===== src/rtl/block_serial_subtractor_pkg.sv =====
// Shared constants and FSM encoding for the nibble-serial subtractor.
// Slice width is fixed at 4 bits; the operand width is a parameter of the top.
`timescale 1ns/1ps
package block_serial_subtractor_pkg;

    localparam int BLOCK_W    = 4;
    localparam int N_DEFAULT  = 32;
    localparam int NUM_BLOCKS = N_DEFAULT / BLOCK_W;

    typedef enum logic [1:0] {
        IDLE = 2'd0,
        CALC = 2'd1,
        DONE = 2'd2
    } state_e;

    function automatic int num_blocks(input int n);
        return n / BLOCK_W;
    endfunction

    // Slice counter needs at least one bit even when only one slice exists.
    function automatic int cnt_width(input int n);
        return (n / BLOCK_W > 1) ? $clog2(n / BLOCK_W) : 1;
    endfunction

endpackage


===== src/rtl/block_serial_subtractor_if.sv =====
// Operand/result bundle of the serial subtractor.
// Handshake: a transfer happens on the rising edge where valid && ready; valid never waits on ready.
`timescale 1ns/1ps
interface block_serial_subtractor_if
    import block_serial_subtractor_pkg::*;
#(
    parameter int N = N_DEFAULT
);

    logic         in_valid;
    logic         in_ready;
    logic [N-1:0] in1;
    logic [N-1:0] in2;
    logic         out_valid;
    logic         out_ready;
    logic [N-1:0] diff;
    logic         borrow;
    logic         of;

    modport master (
        output in_valid, in1, in2, out_ready,
        input  in_ready, out_valid, diff, borrow, of
    );

    modport slave (
        input  in_valid, in1, in2, out_ready,
        output in_ready, out_valid, diff, borrow, of
    );

endinterface


===== src/rtl/block_serial_subtractor_sub_block_4_bit.sv =====
// One slice of the subtractor: d = a + ~b + cin, with the slice carry-out.
// A carry-out of 1 means no borrow was taken from this slice.
`timescale 1ns/1ps
module sub_block_4_bit
    import block_serial_subtractor_pkg::*;
(
    input  logic [BLOCK_W-1:0] a,
    input  logic [BLOCK_W-1:0] b,
    input  logic               cin,
    output logic [BLOCK_W-1:0] d,
    output logic               cout
);

    assign {cout, d} = {1'b0, a} + {1'b0, ~b} + {{BLOCK_W{1'b0}}, cin};

endmodule


===== src/rtl/block_serial_subtractor.sv =====
// Serial subtractor: one 4-bit slice per clock, LSB slice first, through a single shared slice unit.
// N must be a multiple of 4; the result appears N/4 edges after the operands are taken.
`timescale 1ns/1ps
module block_serial_subtractor
    import block_serial_subtractor_pkg::*;
#(
    parameter int N = N_DEFAULT
)(
    input  logic                     clk,
    input  logic                     rst,
    block_serial_subtractor_if.slave bus,
    output state_e                   state_o
);

    localparam int NB    = num_blocks(N);
    localparam int CNT_W = cnt_width(N);
    localparam logic [CNT_W-1:0] LAST = CNT_W'(NB - 1);

    state_e             state_q,     state_d;
    logic [CNT_W-1:0]   cnt_q,       cnt_d;
    logic               carry_q,     carry_d;
    logic [N-1:0]       in1_q,       in1_d;
    logic [N-1:0]       in2_q,       in2_d;
    logic [N-1:0]       diff_q,      diff_d;
    logic               borrow_q,    borrow_d;
    logic               of_q,        of_d;
    logic               out_valid_q, out_valid_d;

    logic [BLOCK_W-1:0] slice_a;
    logic [BLOCK_W-1:0] slice_b;
    logic [BLOCK_W-1:0] slice_d;
    logic               slice_cout;

    assign slice_a = in1_q[int'(cnt_q) * BLOCK_W +: BLOCK_W];
    assign slice_b = in2_q[int'(cnt_q) * BLOCK_W +: BLOCK_W];

    sub_block_4_bit u_slice (
        .a    (slice_a),
        .b    (slice_b),
        .cin  (carry_q),
        .d    (slice_d),
        .cout (slice_cout)
    );

    always_comb begin
        state_d     = state_q;
        cnt_d       = cnt_q;
        carry_d     = carry_q;
        in1_d       = in1_q;
        in2_d       = in2_q;
        diff_d      = diff_q;
        borrow_d    = borrow_q;
        of_d        = of_q;
        out_valid_d = out_valid_q;

        unique case (state_q)
            IDLE: begin
                if (bus.in_valid) begin
                    in1_d   = bus.in1;
                    in2_d   = bus.in2;
                    cnt_d   = '0;
                    carry_d = 1'b1;
                    state_d = CALC;
                end
            end
            CALC: begin
                diff_d[int'(cnt_q) * BLOCK_W +: BLOCK_W] = slice_d;
                carry_d = slice_cout;
                if (cnt_q == LAST) begin
                    // Flags use the slice just computed, since diff_q has not taken it yet.
                    borrow_d    = ~slice_cout;
                    of_d        = (in1_q[N-1] != in2_q[N-1]) &&
                                  (slice_d[BLOCK_W-1] != in1_q[N-1]);
                    out_valid_d = 1'b1;
                    state_d     = DONE;
                end else begin
                    cnt_d = cnt_q + CNT_W'(1);
                end
            end
            DONE: begin
                if (bus.out_ready) begin
                    out_valid_d = 1'b0;
                    state_d     = IDLE;
                end
            end
            default: begin
                state_d = IDLE;
            end
        endcase
    end

    always_ff @(posedge clk) begin
        if (rst) begin
            state_q     <= IDLE;
            cnt_q       <= '0;
            carry_q     <= 1'b0;
            in1_q       <= '0;
            in2_q       <= '0;
            diff_q      <= '0;
            borrow_q    <= 1'b0;
            of_q        <= 1'b0;
            out_valid_q <= 1'b0;
        end else begin
            state_q     <= state_d;
            cnt_q       <= cnt_d;
            carry_q     <= carry_d;
            in1_q       <= in1_d;
            in2_q       <= in2_d;
            diff_q      <= diff_d;
            borrow_q    <= borrow_d;
            of_q        <= of_d;
            out_valid_q <= out_valid_d;
        end
    end

    assign bus.in_ready  = (state_q == IDLE);
    assign bus.out_valid = out_valid_q;
    assign bus.diff      = diff_q;
    assign bus.borrow    = borrow_q;
    assign bus.of        = of_q;
    assign state_o       = state_q;

endmodule


===== src/flat_wrapper.sv =====
// flat-port wrapper written by rule: the top's interface ports become plain ports
module block_serial_subtractor_flat import block_serial_subtractor_pkg::*;
#(
    parameter int N = N_DEFAULT
)
  (clk, rst, state_o, bus_in_valid, bus_in1, bus_in2, bus_out_ready, bus_in_ready, bus_out_valid, bus_diff, bus_borrow, bus_of);
  block_serial_subtractor_if #(.N(N)) bus_i ();
  input  logic clk;
  input  logic rst;
  output state_e state_o;
  input wire logic [$bits(bus_i.in_valid)-1:0] bus_in_valid;
  input wire logic [$bits(bus_i.in1)-1:0] bus_in1;
  input wire logic [$bits(bus_i.in2)-1:0] bus_in2;
  input wire logic [$bits(bus_i.out_ready)-1:0] bus_out_ready;
  output wire logic [$bits(bus_i.in_ready)-1:0] bus_in_ready;
  output wire logic [$bits(bus_i.out_valid)-1:0] bus_out_valid;
  output wire logic [$bits(bus_i.diff)-1:0] bus_diff;
  output wire logic [$bits(bus_i.borrow)-1:0] bus_borrow;
  output wire logic [$bits(bus_i.of)-1:0] bus_of;
  assign bus_i.in_valid = bus_in_valid;
  assign bus_i.in1 = bus_in1;
  assign bus_i.in2 = bus_in2;
  assign bus_i.out_ready = bus_out_ready;
  assign bus_in_ready = bus_i.in_ready;
  assign bus_out_valid = bus_i.out_valid;
  assign bus_diff = bus_i.diff;
  assign bus_borrow = bus_i.borrow;
  assign bus_of = bus_i.of;
  block_serial_subtractor #(.N(N)) u_core (.clk(clk), .rst(rst), .bus(bus_i), .state_o(state_o));
endmodule

===== config.mk =====
export PLATFORM = sky130hd
export DESIGN_NAME = block_serial_subtractor_flat
export DESIGN_NICKNAME = d
export VERILOG_FILES = /design/src/rtl/block_serial_subtractor_pkg.sv /design/src/rtl/block_serial_subtractor_if.sv /design/src/rtl/block_serial_subtractor_sub_block_4_bit.sv /design/src/rtl/block_serial_subtractor.sv /design/src/flat_wrapper.sv
export SDC_FILE = /design/constraint.sdc
export NUM_CORES = 1
export LEC_CHECK = 0
export CORE_ASPECT_RATIO = 1.5
export CORE_MARGIN = 2
export CORE_UTILIZATION = 40
export CTS_CLUSTER_SIZE = 30
export DETAILED_ROUTE_END_ITERATION = 8
export GPL_ROUTABILITY_DRIVEN = 0
export PLACE_DENSITY = 0.66
export SLEW_MARGIN = 20
export SYNTH_ARGS = -nofsm -noshare
export SYNTH_HDL_FRONTEND = slang
export SYNTH_HIERARCHICAL = 1
export SYNTH_SLANG_ARGS = --single-unit

===== constraint.sdc =====
create_clock -name clk -period 4.65 [get_ports clk]
set_input_delay 0.93 -clock clk [delete_from_list [all_inputs] [get_ports clk]]
set_output_delay 0.93 -clock clk [all_outputs]
set_load 0.1 [all_outputs]

==> results.md, run 1 <==
Run status:
- The flow ran to the end, and the final reports show no timing, DRC or antenna violations.

Worst setup path:
- Grouping stages by cell kind, the critical path spends the most delay in simple AND/OR/NAND/NOR gates.
- The slowest cell on the critical path is sky130_fd_sc_hd__or4b_2.
- Walking the worst path, the cells encountered are buf_4 > mux4_2 > nand2_1 > nand2_1 > inv_1 > fa_1 > inv_1 > fa_1 > xor2_1 > or4b_2 > mux2i_1.
- STA classifies the critical path startpoint as a flip-flop.
- The count of buffer and inverter cells on the critical path is 3.
- On the worst path, the slowest cell contributes a delay of 0.68 ns.
- The endpoint arrival time on the critical path is 3.56 ns.
- Of all nets on the critical path, the largest fanout is 12.
- The kind of capture point of the worst setup path is a flip-flop.
- The type of the setup path with the least slack is flip-flop to flip-flop.
- At the worst endpoint, the required time is 4.92 ns.

Route:
- The count of antenna-violating nets left after detailed routing is 0.
- The wire length on met3 is between 400 and 500 µm.
- For this run, design rule violations remaining after detail routing come to 0.
- The met2 wire length is 5.73 mm.
- The number of DRC violations after detailed-routing iteration 0 is 128.
- The total length of routed wires is around 11 mm.
- The pre-antenna-repair detailed-routing pass consisted of 4 iterations.
- The post-detailed-route wirelength per cell is ~14 µm.
- The routed via count is roughly 3800.
- In this run the top signal layer used is met4.
- The number of vias per cell is 4.99.
- The detailed-routing wirelength on met1 is around 4.7 mm.

Cells and area:
- In the final layout, the share of cells above drive strength 1 is 0.0790.
- The layout has roughly 1100 filler cells.
- Relative to the synthesized area, the layout overhead comes to 28.8%.
- The number of antenna diodes is 0.
- The finished cells cover 6130 µm².
- After the last flow step, the layout net total stands at 695.
- The post-layout instance count excluding filler cells is between 700 and 800.
- The most common cell after layout, fill and taps aside is sky130_fd_sc_hd__nand2_1.
- Leaving out fill and tap cells, the most frequent cells in the layout are sky130_fd_sc_hd__nand2_1 (160), sky130_fd_sc_hd__dfxtp_1 (105), sky130_fd_sc_hd__clkdlybuf4s50_1 (104), sky130_fd_sc_hd__a21oi_1 (71), sky130_fd_sc_hd__nand2b_1 (39).

Pwr:
- The leakage power summed over all cells is approximately 2.3 nW.
- The power density normalized to cell area is between 300 and 400 nW/µm².
- The maximum ir drop on the vdd rail is roughly 0.18 mV.
- Overall power consumption after layout is estimated at approximately 2.0 mW.

Global routing:
- Entering global routing, the biggest net connects 118 pins.
- For this run, the total global-route usage over all layers was measured as 0.177.
- The wire length of the first global-routing pass is 17.9 mm.
- Summed over all layers, the global routing overflow is 0.
- The number of global-route vias before repair is 3838.
- The number of antenna violations at the first check in global routing was 0.

STA:
- Across all hold checks on the routed design, the worst slack comes to about 0.45 ns.
- The minimum clock period is ~3.3 ns.
- The measured slew at the worst slew-check pin is 1.01 ns.
- Setup repair after global routing left no endpoint under its margin.
- The sum of negative setup slack is 0 ns.
- The number of max-slew violations in the final report was 0.
- The ratio of final minimum period to clock period is 0.707.
- The number of hold violations in the final report is 0.
- The relative max-transition margin is 0.324.
- Static timing analysis puts the maximum clock frequency at 304 MHz.
- The post-route clock skew is about 0.0053 ns.
- The setup-violating endpoint count in the final report is 0.

Synthesis:
- The sequential cell area fraction in the yosys report is 0.442.
- In this run, synthesis inferred 0 flip-flops with an integrated enable.
- The most common flop cell mapped by yosys is sky130_fd_sc_hd__dfxtp_1.
- Synthesis produced a netlist with a net count of about 610.
- The number of unique standard cell types used by synthesis is 43.
- The yosys synthesis warning count is 6.
- The number of standard cells after synthesis is approximately 530.
- The average cell area after synthesis is 8.90 µm².
- In the synthesized netlist the async set-or-reset flop fraction comes to 0.
- The synthesized netlist occupies a cell area of roughly 4800 µm².
- After synthesis the netlist holds a flip-flop and latch count of roughly 110.

Clock tree:
- The clock sink count is roughly 110.
- Counting along the longest clock path gives a buffer depth of 2.
- Buffers added to address setup during post-CTS repair amount to 0.
- For the worst-skew pair, the clock arrives at the later sink with an insertion delay of 0.34 ns.
- The TritonCTS clock tree is yes.
- After clock tree synthesis, the flow added hold-fix buffers numbering 0.
- The number of buffers created by CTS is 9.
- The CTS clock-pin slew for the worst setup and hold paths is around 0.06 ns.
- The quantity of gates resized following cts is 0.
- The H-tree depth reported by CTS is 3.
- The clock tree root buffer cell is sky130_fd_sc_hd__clkbuf_16.

Die:
- The die is slightly above 90 µm wide.
- The area inside the core boundary is 11500 µm².
- The floorplan die area is 12800 µm².
- The total number of placement rows is 48.
- around 110 I/O pins were placed.
- Measured along the y axis, the die boundary spans 138 µm.
- The initial core utilization is 0.412.

Placement:
- The HPWL after detailed placement is between 8 and 9 mm.
- The placement-stage cell area is approximately 6000 µm².
- The count of buffers from port buffering is between 100 and 150.
- The post-placement cell count is 756.

Job:
- The max-cap violation count is 0.

Hold path:
- The class of the tightest hold or removal check is flip-flop to flip-flop.
==> registers in the layout, summed over array words and instances, names as in the netlist <==
signal,flops
u_core/bus.borrow,1
u_core/cnt_q,3
u_core/carry_q,1
u_core/bus.diff,32
u_core/in2_q,32
u_core/bus.out_valid,1
u_core/in1_q,32
u_core/state_o,2
u_core/bus.of,1
==> layer usage <==
layer  GRT usage  vias up
li1            -     1954
met1       0.214     1776
met2       0.311       96
met3      0.0317       14
met4      0.0678        0
met5           0        -
==> cell usage after synthesis, types with 2 or more instances <==
library cell | count | area [µm²]
sky130_fd_sc_hd__buf_6 | 2 | 22.5
sky130_fd_sc_hd__dfxtp_1 | 105 | 2100
sky130_fd_sc_hd__nand3_1 | 4 | 20.0
sky130_fd_sc_hd__nor3_1 | 2 | 10.0
sky130_fd_sc_hd__mux2i_1 | 32 | 320
sky130_fd_sc_hd__nor4b_1 | 2 | 17.5
sky130_fd_sc_hd__nor2b_1 | 2 | 12.5
sky130_fd_sc_hd__or3b_2 | 2 | 17.5
sky130_fd_sc_hd__nor2_1 | 11 | 41.3
sky130_fd_sc_hd__clkbuf_1 | 13 | 48.8
sky130_fd_sc_hd__nand2b_1 | 39 | 244
sky130_fd_sc_hd__nor3b_1 | 2 | 15.0
sky130_fd_sc_hd__inv_1 | 9 | 33.8
sky130_fd_sc_hd__buf_1 | 7 | 26.3
sky130_fd_sc_hd__ha_1 | 8 | 100
sky130_fd_sc_hd__nand2_1 | 160 | 601
sky130_fd_sc_hd__buf_2 | 14 | 70.1
sky130_fd_sc_hd__mux4_2 | 16 | 360
sky130_fd_sc_hd__and3b_1 | 2 | 17.5
sky130_fd_sc_hd__nand4b_1 | 3 | 26.3
sky130_fd_sc_hd__a211oi_1 | 2 | 15.0
sky130_fd_sc_hd__fa_1 | 2 | 40.0
sky130_fd_sc_hd__or4b_2 | 4 | 40.0
sky130_fd_sc_hd__a21oi_1 | 71 | 355
sky130_fd_sc_hd__xor2_1 | 2 | 17.5
==> path summary, 6_finish.rpt <==
path	start	to	slack, ns	cells after the start
setup reg to reg	u_core/cnt_q[1]	u_core/bus.diff[30]	1.36	11
setup / recovery	u_core/cnt_q[1]	u_core/bus.diff[30]	1.36	11
hold reg to reg	u_core/in1_q[6]	u_core/in1_q[6]	0.45	2
hold / removal	u_core/in1_q[6]	u_core/in1_q[6]	0.45	2
==> stage by stage <==
| step | setup WS, ns | utilization |
|---|---|---|
| 6_report | 1.36 | 0.531 |
| 5_1_grt | 1.18 | 0.531 |
| 4_1_cts | 1.38 | 0.531 |
| 3_5_place_dp | 1.39 | 0.508 |
| 3_3_place_gp | 1.50 | 0.508 |
| 2_1_floorplan | 1.48 | - |
==> area by class of cell <==
cell class / instances / area (µm²) / share of cell area
tap: 150 / 188 / 0.0306
clock inverter: 3 / 17.5 / 0.00286
sequential: 105 / 2100 / 0.343
clock buffer: 11 / 253 / 0.0413
inverter: 10 / 37.5 / 0.00613
timing repair buffer: 109 / 1080 / 0.176
multi-input combinational: 382 / 2450 / 0.400
==> logic make-up after synthesis <==
family,synth area share
AO/OA/AOI/OAI,0.0879
XOR/XNOR,0.00368
AND/OR/NAND/NOR,0.249
multiplexers,0.143
flip-flops,0.442
adder cells (fa/ha/maj),0.0295
buffers and inverters,0.0442
==> tightest hold or removal path: cells and delay by family (launching register included) <==
family	cells	cell delay [ns]
AOI/OAI and AO/OA	1	0.05
DFF	1	0.31
and+or+nand+nor	1	0.05
==> power breakdown <==
part | leakage [nW] | internal [mW] | total, mW | switching [mW]
logic | 1.33 | 0.155 | 0.346 | 0.191
registers | 0.857 | 0.941 | 0.967 | 0.0267
clock network | 0.133 | 0.384 | 0.694 | 0.309
Note: power is estimated with default switching activity, not from simulation.
==> run 2, diff against run 1 <==
--- a/config.mk
+++ b/config.mk
@@ -11,7 +11,7 @@
 export CTS_CLUSTER_SIZE = 30
 export DETAILED_ROUTE_END_ITERATION = 8
 export GPL_ROUTABILITY_DRIVEN = 0
-export PLACE_DENSITY = 0.66
+export PLACE_DENSITY = 0.68
 export SLEW_MARGIN = 20
 export SYNTH_ARGS = -nofsm -noshare
 export SYNTH_HDL_FRONTEND = slang
==> constraint.sdc (replaced) <==
create_clock -name clk -period 2.7 [get_ports clk]
set_input_delay 0.54 -clock clk [delete_from_list [all_inputs] [get_ports clk]]
set_output_delay 0.54 -clock clk [all_outputs]
set_load 0.1 [all_outputs]
==> results.md, run 2 (synthesis gave the netlist of run 1 again) <==
STA:
- The ratio of final minimum period to clock period is 1.00.
- The measured slew at the worst slew-check pin is about 0.64 ns.
- The relative max-transition margin is 0.570.
- The highest attainable clock frequency is 370 MHz.
- The clock arrives with about 0.0063 ns of skew.
- The number of max-slew violations in the final report is 0.
- Across all setup checks in the final design, the least slack found is -0.00524 ns.
- The number of hold violations in the final report is 0.
- The minimum clock period is 2.71 ns.
- The setup-violating endpoint count in the final report is 3.
- Setup repair after global routing could not meet its margin everywhere.

Clock tree:
- TritonCTS built the clock tree.
- The number of hold buffers added after cts is 0.
- The later pin in the worst-skew pair is clocked with a latency of between 0.3 and 0.4 ns.
- The number of buffers created by CTS is 9.
- CTS saw 105 sinks.
- The clock tree root buffer cell is sky130_fd_sc_hd__clkbuf_16.
- Clock-pin slew was measured on the worst setup and hold paths at 0.07 ns.
- The maximum root-to-sink buffer count is 2.
- The H-tree generated during clock tree synthesis spans 3 levels.

Worst setup path:
- Of all nets on the critical path, the largest fanout is 5.
- For the worst setup path, the data required time is roughly 3.0 ns.
- Data arrives at the worst endpoint at ~3.0 ns.
- The worst register-to-register path ends at u_core/bus.diff[7].
- The startpoint of the lowest-slack register-to-register path is u_core/cnt_q[0].
- STA classifies the critical path startpoint as a flip-flop.
- The slack of the worst reg-to-reg path is -0.005 ns.
- The type of the setup path with the least slack is flip-flop to flip-flop.
- Measured in cells, the most critical reg-to-reg path has a length of 11.
- The kind of capture point of the worst setup path is a flip-flop.

Route:
- In this run, the number of DRC markers left after iteration 0 of detailed routing was between 200 and 250.
- The number of vias per cell is between 5 and 6.
- The highest layer touched by signal routing is met4.
- The count of antenna-violating nets left after detailed routing is 0.
- For this block, wires on met1 add up to about 4.7 mm.
- The wire length on met3 is roughly 600 µm.
- In the routed design, unresolved DRC markers number 0.
- The met2 wire length is 6.08 mm.
- The routed via count is 3985.
- The total length of routed wires is 11.6 mm.
- After detailed routing, the average wire length per cell comes to 14.6 µm.
- The first-pass detailed-route iteration total is 4.

Global routing:
- Entering global routing, the biggest net connects 68 pins.
- Across every metal layer, demand over resource in global routing totals 0.183.
- The leftover overflow at the end of global routing is 0.
- The number of antenna violations at the first check in global routing is 0.
- The number of global-route vias before repair is between 3000 and 4000.
- The first global-routing pass estimated between 15 and 20 mm of wire.

Pwr:
- The post-route total power is about 3.6 mW.
- Dividing total power by cell area gives a power density of roughly 570 nW/µm².
- The maximum ir drop on the vdd rail is ~0.36 mV.
- The leakage power summed over all cells is 2.54 nW.

Die:
- The initialized floorplan defines 48 standard-cell rows.
- The die is around 140 µm tall.
- The initial core utilization is 0.412.
- Measured along the x axis, the die boundary spans approximately 93 µm.
- The floorplan die area is ~13000 µm².
- The number of top-level pins is 106.
- The region available for standard cell placement spans 11500 µm².

Cells and area:
- The number of antenna diodes is 0.
- The area growth from synthesis to layout is 33.8%.
- The utilization after layout is 0.552.
- The fraction of final layout cells with drive strength greater than 1 is 0.205.
- In the layout the commonest cells are sky130_fd_sc_hd__nand2_1 (154), sky130_fd_sc_hd__dfxtp_1 (103), sky130_fd_sc_hd__a21oi_1 (70), sky130_fd_sc_hd__clkdlybuf4s50_1 (66), sky130_fd_sc_hd__buf_4 (60).
- Leaving out fill and tap cells, the most frequent cell in the layout is sky130_fd_sc_hd__nand2_1.
- After the last flow step, the layout net total stands at 718.

Placement:
- The HPWL after detailed placement is approximately 8.3 mm.
- Input and output buffers added on the ports amount to roughly 110.

Job:
- The max-cap violation count is 0.

Run status:
- The final reports fail on negative setup slack.
- The run finished, with violations left.

Hold path:
- The class of the tightest hold or removal check is flip-flop to flip-flop.
- The worst min-delay path startpoint is u_core/in1_q[6].
- Along the worst hold path, the cell count comes to 2.
- For hold timing, the worst endpoint is u_core/in1_q[6].
[run 2: changes by cell type in the layout (fill, tap and decap cells not counted), sizes merged]
| cell | previous run | this run |
|---|---|---|
| clkinvlp | 1 | 3 |
| clkdlybuf4s50 | 104 | 66 |
| buf | 5 | 65 |
| inv | 9 | 10 |
[run 2: where the power goes]
part | internal [mW] | total, mW | switching [mW]
logic | 0.339 | 0.704 | 0.366
clock network | 0.660 | 1.25 | 0.593
registers | 1.62 | 1.66 | 0.0445
[run 2: repair_timing]
item                                   4_1_cts  5_1_grt
setup endpoints to repair                   21       18
resized for setup                            3       13
pin swaps                                    6        5
buffers inserted                             5        4
endpoints found under the hold margin        0        0
cloned                                       0        1
[run 2: area by class of cell]
class | instances | area [µm²]
fillers | 1067 | 5170
multi-input cells | 382 | 2530
flip-flops and latches | 105 | 2110
repair buffers | 132 | 1210
clock buffers | 10 | 239
well taps | 150 | 188
clock inverters | 6 | 51.3
inverters | 10 | 37.5
[run 2: worst max-delay path: stages, from the launching register on]
cell                      delay (ns)
sky130_fd_sc_hd__dfxtp_4        0.38
sky130_fd_sc_hd__buf_4          0.13
sky130_fd_sc_hd__buf_6          0.11
sky130_fd_sc_hd__mux4_2         0.51
sky130_fd_sc_hd__nand2_2        0.09
sky130_fd_sc_hd__nand2_2        0.08
sky130_fd_sc_hd__ha_1           0.28
sky130_fd_sc_hd__nand2_1        0.06
sky130_fd_sc_hd__o21ai_2        0.18
sky130_fd_sc_hd__xor2_2         0.17
sky130_fd_sc_hd__or4b_4         0.51
sky130_fd_sc_hd__mux2i_1        0.14
[run 2: through the flow]
stage           TNS, ns  hold slack [ns]  setup WS (ns)  instance area, µm²  instances
3_3_place_gp          0            0.440        0.00492                5930        770
2_1_floorplan   -0.0495            0.433        -0.0124                4800        534
5_1_grt          -0.991            0.471         -0.131                6360        795
6_report       -0.00925            0.454       -0.00524                6360        795
4_1_cts          -0.146            0.456        -0.0341                6260        791
3_5_place_dp     -0.838            0.446         -0.124                5930        770
[run 2: per-layer routing]
| metal | vias to the layer above | global-route usage |
|---|---|---|
| met1 | 1858 | 0.207 |
| li1 | 2002 | - |
| met4 | 0 | 0.0686 |
| met5 | - | 0 |
| met3 | 15 | 0.0356 |
| met2 | 110 | 0.337 |
[run 2: how the worst max path moves through the flow]
stage / cells past startpoint / startpoint / to / slack, ns
floorplan: 10 / u_core/cnt_q[0] / u_core/bus.diff[15] / -0.01
global placement: 10 / u_core/cnt_q[0] / u_core/bus.diff[7] / 0.005
detailed placement: 10 / u_core/cnt_q[0] / u_core/bus.diff[23] / -0.12
CTS: 11 / u_core/cnt_q[0] / u_core/bus.diff[14] / -0.03
global route: 10 / u_core/cnt_q[0] / u_core/bus.diff[16] / -0.13
finish: 11 / u_core/cnt_q[0] / u_core/bus.diff[7] / -0.005
==> run 3, diff against run 2 <==
--- a/config.mk
+++ b/config.mk
@@ -11,6 +11,7 @@
 export CTS_CLUSTER_SIZE = 30
 export DETAILED_ROUTE_END_ITERATION = 8
 export GPL_ROUTABILITY_DRIVEN = 0
+export GPL_TIMING_DRIVEN = 0
 export PLACE_DENSITY = 0.68
 export SLEW_MARGIN = 20
 export SYNTH_ARGS = -nofsm -noshare
==> results.md, run 3 (synthesis gave the netlist of run 1 again) <==
Run status:
- The checks that failed: negative setup slack.
- The run finished, with violations left.

Cells and area:
- Of the cells placed in the final design, the portion with a size suffix greater than 1 is 0.156.
- The utilization after layout is 0.574.
- From synthesis to final layout, the design area changed by 39.1%.
- The finished layout cell area is 6620 µm².
- The layout has ~1000 filler cells.
- The most common cell after layout, fill and taps aside is sky130_fd_sc_hd__nand2_1.
- 0 antenna diodes ended up in the layout.
- The library cells used most frequently in the layout, excluding fill and tap cells, are sky130_fd_sc_hd__nand2_1 (155), sky130_fd_sc_hd__dfxtp_1 (104), sky130_fd_sc_hd__clkdlybuf4s50_1 (103), sky130_fd_sc_hd__a21oi_1 (69), sky130_fd_sc_hd__nand2b_1 (38).
- In the final design database the tool counted roughly 750 nets.

STA:
- The relative max-transition margin is 0.340.
- The number of hold violations in the final report is 0.
- The minimum clock period is a little under 3 ns.
- The measured slew at the worst slew-check pin is roughly 1 ns.
- The post-route clock skew is about 0.0083 ns.
- Once routing completed, OpenROAD measured the worst setup slack at -0.184 ns.
- The worst-case hold slack is 0.452 ns.
- The ratio of final minimum period to clock period is 1.07.
- In the final timing run, aggregate negative setup slack is -1.95 ns.
- The number of max-slew violations in the final report is 0.
- Static timing analysis puts the maximum clock frequency at 347 MHz.
- The setup-violating endpoint count in the final report is 17.
- Setup repair after global routing could not meet its margin everywhere.

Die:
- The total area inside the core boundary comes to 11500 µm².
- The vertical die dimension is about 140 µm.
- The number of top-level pins is 106.
- The initial core utilization is 0.412.
- The die is 93.0 µm wide.
- The total number of placement rows is 48.
- The floorplan die area is 12800 µm².

Placement:
- Input and output buffers added on the ports amount to 104.
- The HPWL after detailed placement is 9.24 mm.
- At the placement stage, the worst setup path has a slack of -0.720 ns.
- The placement-stage cell area is around 6000 µm².

Global routing:
- The number of global-route vias before repair is 4134.
- The overall routing resource usage is 0.199.
- The maximum number of pins on one net before global-route repair is 17.
- The number of antenna violations at the first check in global routing is 0.
- The first global-routing pass estimated roughly 20 mm of wire.
- The leftover overflow at the end of global routing is 0.

Worst setup path:
- The delay of the slowest cell on the worst path is around 0.52 ns.
- The highest fanout seen on the critical path is 8.
- For the worst setup path, the data arrival time is ~3.2 ns.
- The kind of capture point of the worst setup path is a flip-flop.
- STA puts the critical path data required time at 2.98 ns.
- The critical path goes through buf_6 > buf_12 > mux4_2 > nand2_1 > nand2_1 > inv_2 > fa_2 > inv_2 > fa_2 > xor2_4 > or4b_4 > mux2i_1.
- The worst setup path is of the flip-flop to flip-flop kind.
- The critical path starts at u_core/cnt_q[0].
- The slowest cell on the critical path is sky130_fd_sc_hd__mux4_2.
- In this run the critical register-to-register path is launched from u_core/cnt_q[0].
- The worst setup path is launched from a flip-flop.

Pwr:
- The sequential share of power is 0.434.
- The net switching power figure is just over 1 mW.
- The maximum ir drop on the vdd rail is between 0.4 and 0.5 mV.
- The analysis attributes to cell leakage a power of roughly 2.6 nW.
- Power spread over the standard cell area amounts to a little under 600 nW/µm².
- The share of total power dissipated in the clock network is 0.350.
- The internal power consumption is approximately 2.8 mW.
- Of the total power, the share spent switching nets is 0.271.
- The relative contribution of combinational cells to total power is 0.216.

Route:
- The first-pass detailed-route iteration total is 6.
- The number of DRC violations after detailed-routing iteration 0 is about 230.
- The number of vias per cell is 5.08.
- The routed via count is 4180.
- The post-detailed-route wirelength per cell is between 15 and 20 µm.
- The residual DRC count is 0.
- The count of antenna-violating nets left after detailed routing is 0.
- The total length of routed wires is 12.5 mm.

Job:
- The max-cap violation count is 0.

Clock tree:
- At the later pin of the worst-skew pair, clock insertion delay measures around 0.35 ns.
- After clock tree synthesis, the clock-pin slew on the worst setup and hold paths is 0.07 ns.
- Clock tree synthesis inserted a total of 9 buffers.
- For this design, the sink count on the clock tree is 105.
- The H-tree was split into 3 levels.
- The clock tree root buffer cell is sky130_fd_sc_hd__clkbuf_16.
- TritonCTS built the clock tree.
- The number of hold buffers added after CTS was 0.
- In this run the deepest clock path goes through 2 buffers.

Hold path:
- The worst min-delay path startpoint is u_core/in2_q[1].
- The worst hold path belongs to the class flip-flop to flip-flop.
[run 3: changes by cell type in the layout (fill, tap and decap cells not counted), sizes merged]
cell	previous run	this run
clkdlybuf4s50	66	103
clkinvlp	3	1
buf	65	42
dlygate4sd2	0	1
inv	10	9
clkbuf	11	26
bufinv	0	1
[run 3: final timing paths]
check	end	slack, ns	cells after the start
max reg2reg	u_core/bus.diff[30]	-0.18	12
max	u_core/bus.diff[30]	-0.18	12
min	u_core/in2_q[1]	0.45	2
min reg2reg	u_core/in2_q[1]	0.45	2
[run 3: stage by stage]
step | instances | power (mW)
after floorplan | 534 | 2.12
after global placement | 788 | 2.34
after detailed placement | 788 | 2.36
after CTS | 814 | 3.75
after global routing | 823 | 3.97
final | 823 | 3.82
[run 3: layout make-up]
type | count | area (µm²) | area share
plain buffers | 37 | 218 | 0.0329
repair buffers | 123 | 1200 | 0.182
clock buffers | 12 | 256 | 0.0388
multi-input cells | 382 | 2550 | 0.386
flip-flops and latches | 105 | 2100 | 0.318
clock inverters | 4 | 51.3 | 0.00775
inverters | 10 | 38.8 | 0.00586
well taps | 150 | 188 | 0.0284
[run 3: critical path, delay by kind of cell, from the launching register on]
family | cells | cell delay, ns
buffers and inverters | 4 | 0.34
flip-flops | 1 | 0.33
XOR/XNOR | 1 | 0.18
adder cells (fa/ha/maj) | 2 | 0.61
AND/OR/NAND/NOR | 3 | 0.66
multiplexers | 2 | 0.66
[run 3: timing repair]
item | in CTS | in global routing
pin swaps | 4 | 8
setup buffers | 10 | 9
endpoints found under the setup margin | 35 | 27
resized for setup | 13 | 24
gates cloned | 0 | 0
[run 3: routing by layer]
layer  global-route usage  vias up  wire length [µm]  part of all wire
met5                    0        -                 0                 0
met4               0.0940        0               374             0.030
met3               0.0306       24               516             0.041
met2                0.377      129              6710              0.54
met1                0.215     1968              4890              0.39
li1                     -     2059                 -                 -
[run 3: power by group through the flow]
stage | sequential, mW | clock [mW] | combinational (mW)
2_1_floorplan | 1.74 | 0 | 0.380
3_3_place_gp | 1.69 | 0 | 0.655
3_5_place_dp | 1.69 | 0 | 0.666
4_1_cts | 1.66 | 1.36 | 0.731
5_1_grt | 1.66 | 1.42 | 0.889
6_report | 1.66 | 1.33 | 0.825
